[config.mk]
export PLATFORM = sky130hd
export DESIGN_NAME = pipeline_ctrl
export DESIGN_NICKNAME = d
export VERILOG_FILES = /design/src/rtl/pipeline_ctrl_pkg.sv /design/src/rtl/pipeline_ctrl_match.sv /design/src/rtl/pipeline_ctrl.sv
export SDC_FILE = /design/constraint.sdc
export NUM_CORES = 1
export LEC_CHECK = 0
export CAP_MARGIN = 20
export CORE_MARGIN = 1.5
export CORE_UTILIZATION = 50
export CTS_CLUSTER_DIAMETER = 120
export CTS_CLUSTER_SIZE = 16
export DETAILED_ROUTE_END_ITERATION = 8
export HOLD_SLACK_MARGIN = 0.08
export PLACE_DENSITY = 0.81
export SYNTH_ARGS = -nofsm -noshare
export SYNTH_HDL_FRONTEND = slang
export SYNTH_SLANG_ARGS = --single-unit
[constraint.sdc]
create_clock -name clk -period 4.7 [get_ports clk]
set_input_delay 0.47 -clock clk [delete_from_list [all_inputs] [get_ports clk]]
set_output_delay 0.47 -clock clk [all_outputs]
set_load 0.005 [all_outputs]
[src/rtl/pipeline_ctrl_pkg.sv]
// Shared definitions for the pipeline control unit.
//   - Forwarding select encodings (FWD_RF / FWD_MEM / FWD_WB)
//   - Control bits carried by each shadow stage
//   - Control-mode enum used by the top-level priority logic
//   - Default register-index and counter widths
//   - fwd_pick(): forwarding source choice for one EXE operand
package pipeline_ctrl_pkg;

  localparam int unsigned DEF_REG_ADDR_W = 4;
  localparam int unsigned DEF_CNT_W      = 16;

  localparam logic [1:0] FWD_RF  = 2'd0;
  localparam logic [1:0] FWD_MEM = 2'd1;
  localparam logic [1:0] FWD_WB  = 2'd2;

  // Per-stage control bits; register indices live beside this in the top,
  // because their width follows the REG_ADDR_W parameter.
  typedef struct packed {
    logic valid;
    logic wb_en;
    logic mem_r_en;
    logic mem_w_en;
    logic two_src;
  } stage_ctrl_t;

  typedef enum logic [1:0] {
    MODE_NORMAL,
    MODE_HAZARD,
    MODE_FLUSH,
    MODE_FREEZE
  } ctrl_mode_e;

  // A load sitting in MEM has no data yet, so a MEM hit on a load falls
  // through to the WB check.
  function automatic logic [1:0] fwd_pick(input logic mem_hit,
                                          input logic mem_is_load,
                                          input logic wb_hit);
    if (mem_hit && !mem_is_load) return FWD_MEM;
    if (wb_hit)                  return FWD_WB;
    return FWD_RF;
  endfunction

endpackage

[src/rtl/pipeline_ctrl_match.sv]
// Combinational source-versus-stage match.
// Ports:
//   src         in  REG_ADDR_W : source register index
//   src_used    in  1          : the source is actually read
//   stage_valid in  1          : stage holds a real instruction
//   stage_wb_en in  1          : stage instruction writes the register file
//   stage_dest  in  REG_ADDR_W : stage destination register
//   hit         out 1          : stage produces the value the source reads
module pipeline_ctrl_match
  import pipeline_ctrl_pkg::*;
#(
  parameter int unsigned REG_ADDR_W = DEF_REG_ADDR_W
) (
  input  logic [REG_ADDR_W-1:0] src,
  input  logic                  src_used,
  input  logic                  stage_valid,
  input  logic                  stage_wb_en,
  input  logic [REG_ADDR_W-1:0] stage_dest,
  output logic                  hit
);

  always_comb begin
    hit = src_used & stage_valid & stage_wb_en & (stage_dest == src);
  end

endmodule

[src/rtl/pipeline_ctrl.sv]
// Pipeline control unit for the 5-stage ARM core.
// Shadows the EXE/MEM/WB instructions and produces stall, bubble, flush and
// memory-freeze controls, EXE operand forwarding selects and saturating
// performance counters.
// Build option: define PIPELINE_CTRL_FORWARDING_EN for the load-use-only
// hazard rule with forwarding; otherwise full RAW stalls and fwd_sel = 0.
// Ports:
//   clk, rst                         : clock, synchronous active-high reset
//   id_valid, id_src1, id_src2,
//   id_two_src, id_wb_en, id_mem_r_en,
//   id_mem_w_en, id_dest             : instruction currently in ID
//   branch_taken                     : EXE instruction is a taken branch
//   mem_ready                        : MEM-stage data access completes
//   pc_freeze, if_id_freeze          : hold PC and IF/ID
//   if_id_flush                      : clear IF/ID
//   id_exe_bubble                    : load a NOP into ID/EXE
//   pipe_freeze                      : hold ID/EXE, EXE/MEM, MEM/WB
//   fwd_sel_a, fwd_sel_b             : EXE operand source select
//   stall_cnt, freeze_cnt, flush_cnt : saturating event counters
module pipeline_ctrl
  import pipeline_ctrl_pkg::*;
#(
  parameter int unsigned REG_ADDR_W = DEF_REG_ADDR_W,
  parameter int unsigned CNT_W      = DEF_CNT_W
) (
  input  logic                  clk,
  input  logic                  rst,
  input  logic                  id_valid,
  input  logic [REG_ADDR_W-1:0] id_src1,
  input  logic [REG_ADDR_W-1:0] id_src2,
  input  logic                  id_two_src,
  input  logic                  id_wb_en,
  input  logic                  id_mem_r_en,
  input  logic                  id_mem_w_en,
  input  logic [REG_ADDR_W-1:0] id_dest,
  input  logic                  branch_taken,
  input  logic                  mem_ready,
  output logic                  pc_freeze,
  output logic                  if_id_freeze,
  output logic                  if_id_flush,
  output logic                  id_exe_bubble,
  output logic                  pipe_freeze,
  output logic [1:0]            fwd_sel_a,
  output logic [1:0]            fwd_sel_b,
  output logic [CNT_W-1:0]      stall_cnt,
  output logic [CNT_W-1:0]      freeze_cnt,
  output logic [CNT_W-1:0]      flush_cnt
);

  typedef struct packed {
    stage_ctrl_t           ctl;
    logic [REG_ADDR_W-1:0] dest;
    logic [REG_ADDR_W-1:0] src1;
    logic [REG_ADDR_W-1:0] src2;
  } shadow_t;

  shadow_t    s_exe, s_mem, s_wb, s_exe_next;
  ctrl_mode_e mode;
  logic       mem_wait;
  logic       hazard;
  logic       id1_exe_hit, id2_exe_hit;

  pipeline_ctrl_match #(.REG_ADDR_W(REG_ADDR_W)) u_id1_exe (
    .src(id_src1), .src_used(1'b1),
    .stage_valid(s_exe.ctl.valid), .stage_wb_en(s_exe.ctl.wb_en),
    .stage_dest(s_exe.dest), .hit(id1_exe_hit)
  );

  pipeline_ctrl_match #(.REG_ADDR_W(REG_ADDR_W)) u_id2_exe (
    .src(id_src2), .src_used(id_two_src),
    .stage_valid(s_exe.ctl.valid), .stage_wb_en(s_exe.ctl.wb_en),
    .stage_dest(s_exe.dest), .hit(id2_exe_hit)
  );

  always_comb begin
    mem_wait = s_mem.ctl.valid & (s_mem.ctl.mem_r_en | s_mem.ctl.mem_w_en)
             & ~mem_ready;
  end

`ifdef PIPELINE_CTRL_FORWARDING_EN
  logic a_mem_hit, a_wb_hit, b_mem_hit, b_wb_hit;
  logic exe_src1_used, exe_src2_used;

  // Operand sources of an EXE bubble are meaningless, so never forward them.
  always_comb begin
    exe_src1_used = s_exe.ctl.valid;
    exe_src2_used = s_exe.ctl.valid & s_exe.ctl.two_src;
  end

  pipeline_ctrl_match #(.REG_ADDR_W(REG_ADDR_W)) u_a_mem (
    .src(s_exe.src1), .src_used(exe_src1_used),
    .stage_valid(s_mem.ctl.valid), .stage_wb_en(s_mem.ctl.wb_en),
    .stage_dest(s_mem.dest), .hit(a_mem_hit)
  );

  pipeline_ctrl_match #(.REG_ADDR_W(REG_ADDR_W)) u_a_wb (
    .src(s_exe.src1), .src_used(exe_src1_used),
    .stage_valid(s_wb.ctl.valid), .stage_wb_en(s_wb.ctl.wb_en),
    .stage_dest(s_wb.dest), .hit(a_wb_hit)
  );

  pipeline_ctrl_match #(.REG_ADDR_W(REG_ADDR_W)) u_b_mem (
    .src(s_exe.src2), .src_used(exe_src2_used),
    .stage_valid(s_mem.ctl.valid), .stage_wb_en(s_mem.ctl.wb_en),
    .stage_dest(s_mem.dest), .hit(b_mem_hit)
  );

  pipeline_ctrl_match #(.REG_ADDR_W(REG_ADDR_W)) u_b_wb (
    .src(s_exe.src2), .src_used(exe_src2_used),
    .stage_valid(s_wb.ctl.valid), .stage_wb_en(s_wb.ctl.wb_en),
    .stage_dest(s_wb.dest), .hit(b_wb_hit)
  );

  // Only a load in EXE cannot be forwarded in time.
  always_comb begin
    hazard    = id_valid & (id1_exe_hit | id2_exe_hit) & s_exe.ctl.mem_r_en;
    fwd_sel_a = fwd_pick(a_mem_hit, s_mem.ctl.mem_r_en, a_wb_hit);
    fwd_sel_b = fwd_pick(b_mem_hit, s_mem.ctl.mem_r_en, b_wb_hit);
  end
`else
  logic id1_mem_hit, id2_mem_hit;

  pipeline_ctrl_match #(.REG_ADDR_W(REG_ADDR_W)) u_id1_mem (
    .src(id_src1), .src_used(1'b1),
    .stage_valid(s_mem.ctl.valid), .stage_wb_en(s_mem.ctl.wb_en),
    .stage_dest(s_mem.dest), .hit(id1_mem_hit)
  );

  pipeline_ctrl_match #(.REG_ADDR_W(REG_ADDR_W)) u_id2_mem (
    .src(id_src2), .src_used(id_two_src),
    .stage_valid(s_mem.ctl.valid), .stage_wb_en(s_mem.ctl.wb_en),
    .stage_dest(s_mem.dest), .hit(id2_mem_hit)
  );

  // WB writes the register file before ID reads it, so only EXE/MEM stall.
  always_comb begin
    hazard    = id_valid & (id1_exe_hit | id2_exe_hit | id1_mem_hit | id2_mem_hit);
    fwd_sel_a = FWD_RF;
    fwd_sel_b = FWD_RF;
  end
`endif

  // Fields carried through the shadow pipe but not consumed in every build.
  logic unused_bits;
  always_comb begin
    unused_bits = ^{s_wb, s_mem.src1, s_mem.src2, s_mem.ctl.two_src};
  end

  always_comb begin
    mode = MODE_NORMAL;
    if (mem_wait)          mode = MODE_FREEZE;
    else if (branch_taken) mode = MODE_FLUSH;
    else if (hazard)       mode = MODE_HAZARD;
  end

  always_comb begin
    pc_freeze     = 1'b0;
    if_id_freeze  = 1'b0;
    if_id_flush   = 1'b0;
    id_exe_bubble = 1'b0;
    pipe_freeze   = 1'b0;
    unique case (mode)
      MODE_FREEZE: begin
        pc_freeze    = 1'b1;
        if_id_freeze = 1'b1;
        pipe_freeze  = 1'b1;
      end
      MODE_FLUSH: begin
        if_id_flush   = 1'b1;
        id_exe_bubble = 1'b1;
      end
      MODE_HAZARD: begin
        pc_freeze     = 1'b1;
        if_id_freeze  = 1'b1;
        id_exe_bubble = 1'b1;
      end
      default: ;
    endcase
  end

  always_comb begin
    s_exe_next = '0;
    if (mode == MODE_NORMAL && id_valid) begin
      s_exe_next.ctl.valid    = 1'b1;
      s_exe_next.ctl.wb_en    = id_wb_en;
      s_exe_next.ctl.mem_r_en = id_mem_r_en;
      s_exe_next.ctl.mem_w_en = id_mem_w_en;
      s_exe_next.ctl.two_src  = id_two_src;
      s_exe_next.dest         = id_dest;
      s_exe_next.src1         = id_src1;
      s_exe_next.src2         = id_src2;
    end
  end

  always_ff @(posedge clk) begin
    if (rst) begin
      s_exe <= '0;
      s_mem <= '0;
      s_wb  <= '0;
    end else if (mode != MODE_FREEZE) begin
      s_exe <= s_exe_next;
      s_mem <= s_exe;
      s_wb  <= s_mem;
    end
  end

  always_ff @(posedge clk) begin
    if (rst) begin
      stall_cnt  <= '0;
      freeze_cnt <= '0;
      flush_cnt  <= '0;
    end else begin
      if (mode == MODE_HAZARD && stall_cnt != '1)
        stall_cnt <= stall_cnt + CNT_W'(1);
      if (mode == MODE_FREEZE && freeze_cnt != '1)
        freeze_cnt <= freeze_cnt + CNT_W'(1);
      if (mode == MODE_FLUSH && flush_cnt != '1)
        flush_cnt <= flush_cnt + CNT_W'(1);
    end
  end

endmodule

==> impl_metrics.tcl <==
set metrics [dict create \
    via_per_inst 5.56 \
    drive_above_1_share_pct 4.98 \
    routed_wl_um 7160 \
    period_minus_slack_ns 3.21 \
    num_rows 28 \
    final.setup.worst_slack_ns 1.49 \
    firstDrtPassIters 4 \
    grt_antenna_before_repair 0 \
    fin_skew_ns 0.0150 \
    ys_top_cells_by_count "dfxtp_1 (64), nor2_1 (64), xnor2_1 (27), xor2_1 (27), a21oi_1 (21)" \
    track_usage_pct 21.0 \
    worstPathCellList "clkdlybuf4s50_1, xnor2_1, nand2_1, o41ai_1, nand4_1, and4_1, ha_1, inv_1, clkdlybuf4s50_1" \
    root_buffer "clkbuf_8" \
    fin_area_sq_um 4140 \
    multi_input_area_sq_um 1810 \
    utilization_pct 68.3 \
    numPortBuffers 73 \
    crit_type "input port to output port" \
    cts.sinks 64 \
    crit_fanout 2 \
    grt_pass1_vias 2686 \
    timing.critical_path.buf_inv 3 \
    hold_viol 0 \
    fin_crit_sh_pct 68.3 \
    ys.flop_type "dfxtp_1" \
    endpoint_kind "output port" \
    clk_pin_slew_ns 0.07 \
    dieArea_sq_um 6890 \
    clock_path_buffers 2 \
    setup_viol 0 \
    grt_pass1_wl_um 11900 \
    die_y_um 83.0 \
    slew_headroom_pct 57.2 \
    cp.arrival_ns 2.74 \
    max_stage_delay_ns 0.52 \
    antenna_cells 0 \
    syn-cell-area_sq_um 3200 \
    total_power_w 0.00109 \
    drv_slew 0 \
    yosysWarnings 0 \
    pre_cts_ws_ns 1.38 \
    min_path_type "flop to flop" \
    start_kind "input port" \
    ys_async_sr_fraction_pct 0 \
    nFillCells 513 \
    num_vias 2872 \
    rsz0062_at_grt "no" \
    synth_top_area_share_pct 40.0 \
    syn_area_per_cell_sq_um 8.68 \
    setup_tns_ns 0 \
    h-tree-depth 3 \
    cts-resized-gates 0 \
    syn-instance-count 369 \
    grt_remaining_overflow 0 \
    powerDensity_nw_per_um2 264 \
    crit_required_ns 4.23 \
    cts_hold_buf 0 \
    fmax_mhz 311 \
    yosys-top-cells-area "dfxtp_1 (40%), nor2_1 (7.5%), xnor2_1 (7.4%)" \
    register_area_sq_um 1280 \
    ys_seq_area_share_pct 40.0 \
    cts_tree "built" \
    cp_slowest_cell "clkdlybuf4s50_1" \
    placed_area_sq_um 3940 \
    routedWlPerCell_um 13.8 \
    clock_latency_ns 0.34 \
    dp_hpwl_um 4960 \
    p_leak_nw 1.45 \
    status "finished clean" \
    die_x_um 83.0 \
    drt_first_iter_violations 109 \
    fin_nets 465 \
    drc_errors 0 \
    postCtsSetupRepairBufs 0 \
    gp_congestion 0.822 \
    io_pins 78 \
    synth_edf_count 0 \
    maxCapViolCount 0 \
    synth-seq-cells 64 \
    grt_max_degree 65 \
    worstMarginPinSlew_ns 0.642 \
    initial_utilization_pct 52.8 \
    ant_nets 0 \
    cts-buffers-inserted 9 \
    crit_family "buffers and inverters" \
    vdd_drop_max_v 0.000257 \
    cpMostUsedCell "clkdlybuf4s50_1" \
    coreArea_sq_um 6060 \
    yosysUniqueCellTypes 44 \
    synth_top_area_cell "dfxtp_1" \
    syn2layout_area_growth_pct 29.3 \
]
==> logic make-up after synthesis <==
logic type / synth area share, %
mux: 3.13
compound gates: 9.26
buf+inv: 3.71
flops: 40.0
simple gates: 26.3
xor+xnor: 14.8
fa+ha+maj: 2.74
other cells: 0.117
==> layout by cell type, fill, tap and decap left out, types with 6 or more instances in the layout <==
master and n:
a21oi_1 21, and3_1 6, and4_1 9, clkbuf_8 11
clkdlybuf4s50_1 72, dfxtp_1 64, ha_1 7, mux2i_1 10
nand2_1 15, nand3_1 19, nand4_1 17, nor2_1 64
nor3_1 10, nor3b_1 9, xnor2_1 27, xor2_1 27
==> power breakdown <==
group / switching, W / internal (W) / total [W]
logic: 0.0000274 / 0.0000323 / 0.0000596
clock network: 0.000206 / 0.000273 / 0.000478
registers: 0.00000514 / 0.000547 / 0.000552
total: 0.000238 / 0.000852 / 0.00109
==> area by class of cell <==
cell class	count	share of cell area, %
Multi-Input combinational cell	284	43.8
Sequential cell	64	31.0
Timing Repair Buffer	75	17.9
Clock buffer	13	3.84
Tap cell	75	2.27
Clock inverter	3	0.967
Inverter	3	0.272
==> final timing paths <==
check / to / slack [ns] / startpoint / depth (start not counted)
setup / recovery: id_exe_bubble / 1.49 / id_src2[0] / 9
setup reg to reg: freeze_cnt[15] / 1.92 / s_exe[8] / 11
hold / removal: s_exe[14] / 0.49 / s_exe[14] / 2
hold reg to reg: s_exe[14] / 0.49 / s_exe[14] / 2
==> layer usage <==
metal  vias up  track usage, %  part of all wire, %
met1      1366            26.2                   47
li1       1416               -                    -
met5         -               0                    0
met4         0            11.8                  2.3
met3        14            4.27                  4.5
met2        76            33.6                   47
==> state kept, by name (all words and copies together) (netlist names) <==
register    flops
flush_cnt      16
freeze_cnt     16
stall_cnt      16
s_exe           8
s_mem           8
==> stage by stage <==
step | hold WS, ns | instances
5_1_grt | 0.532 | 517
2_1_floorplan | 0.460 | 372
4_1_cts | 0.499 | 517
3_5_place_dp | 0.483 | 501
6_report | 0.493 | 517
3_3_place_gp | 0.471 | 501
==> worst reg2reg max path, stage by stage, from the launching register on <==
cell and delay [ns]:
dfxtp_1 0.42, xnor2_1 0.15, nand2_1 0.07, o41ai_1 0.29
nand4_1 0.15, nand4_1 0.21, ha_1 0.32, and4_1 0.27
nand4_1 0.19, nor4b_1 0.36, xnor2_1 0.16, nor2_1 0.05
Note: power is estimated with default switching activity, not from simulation.
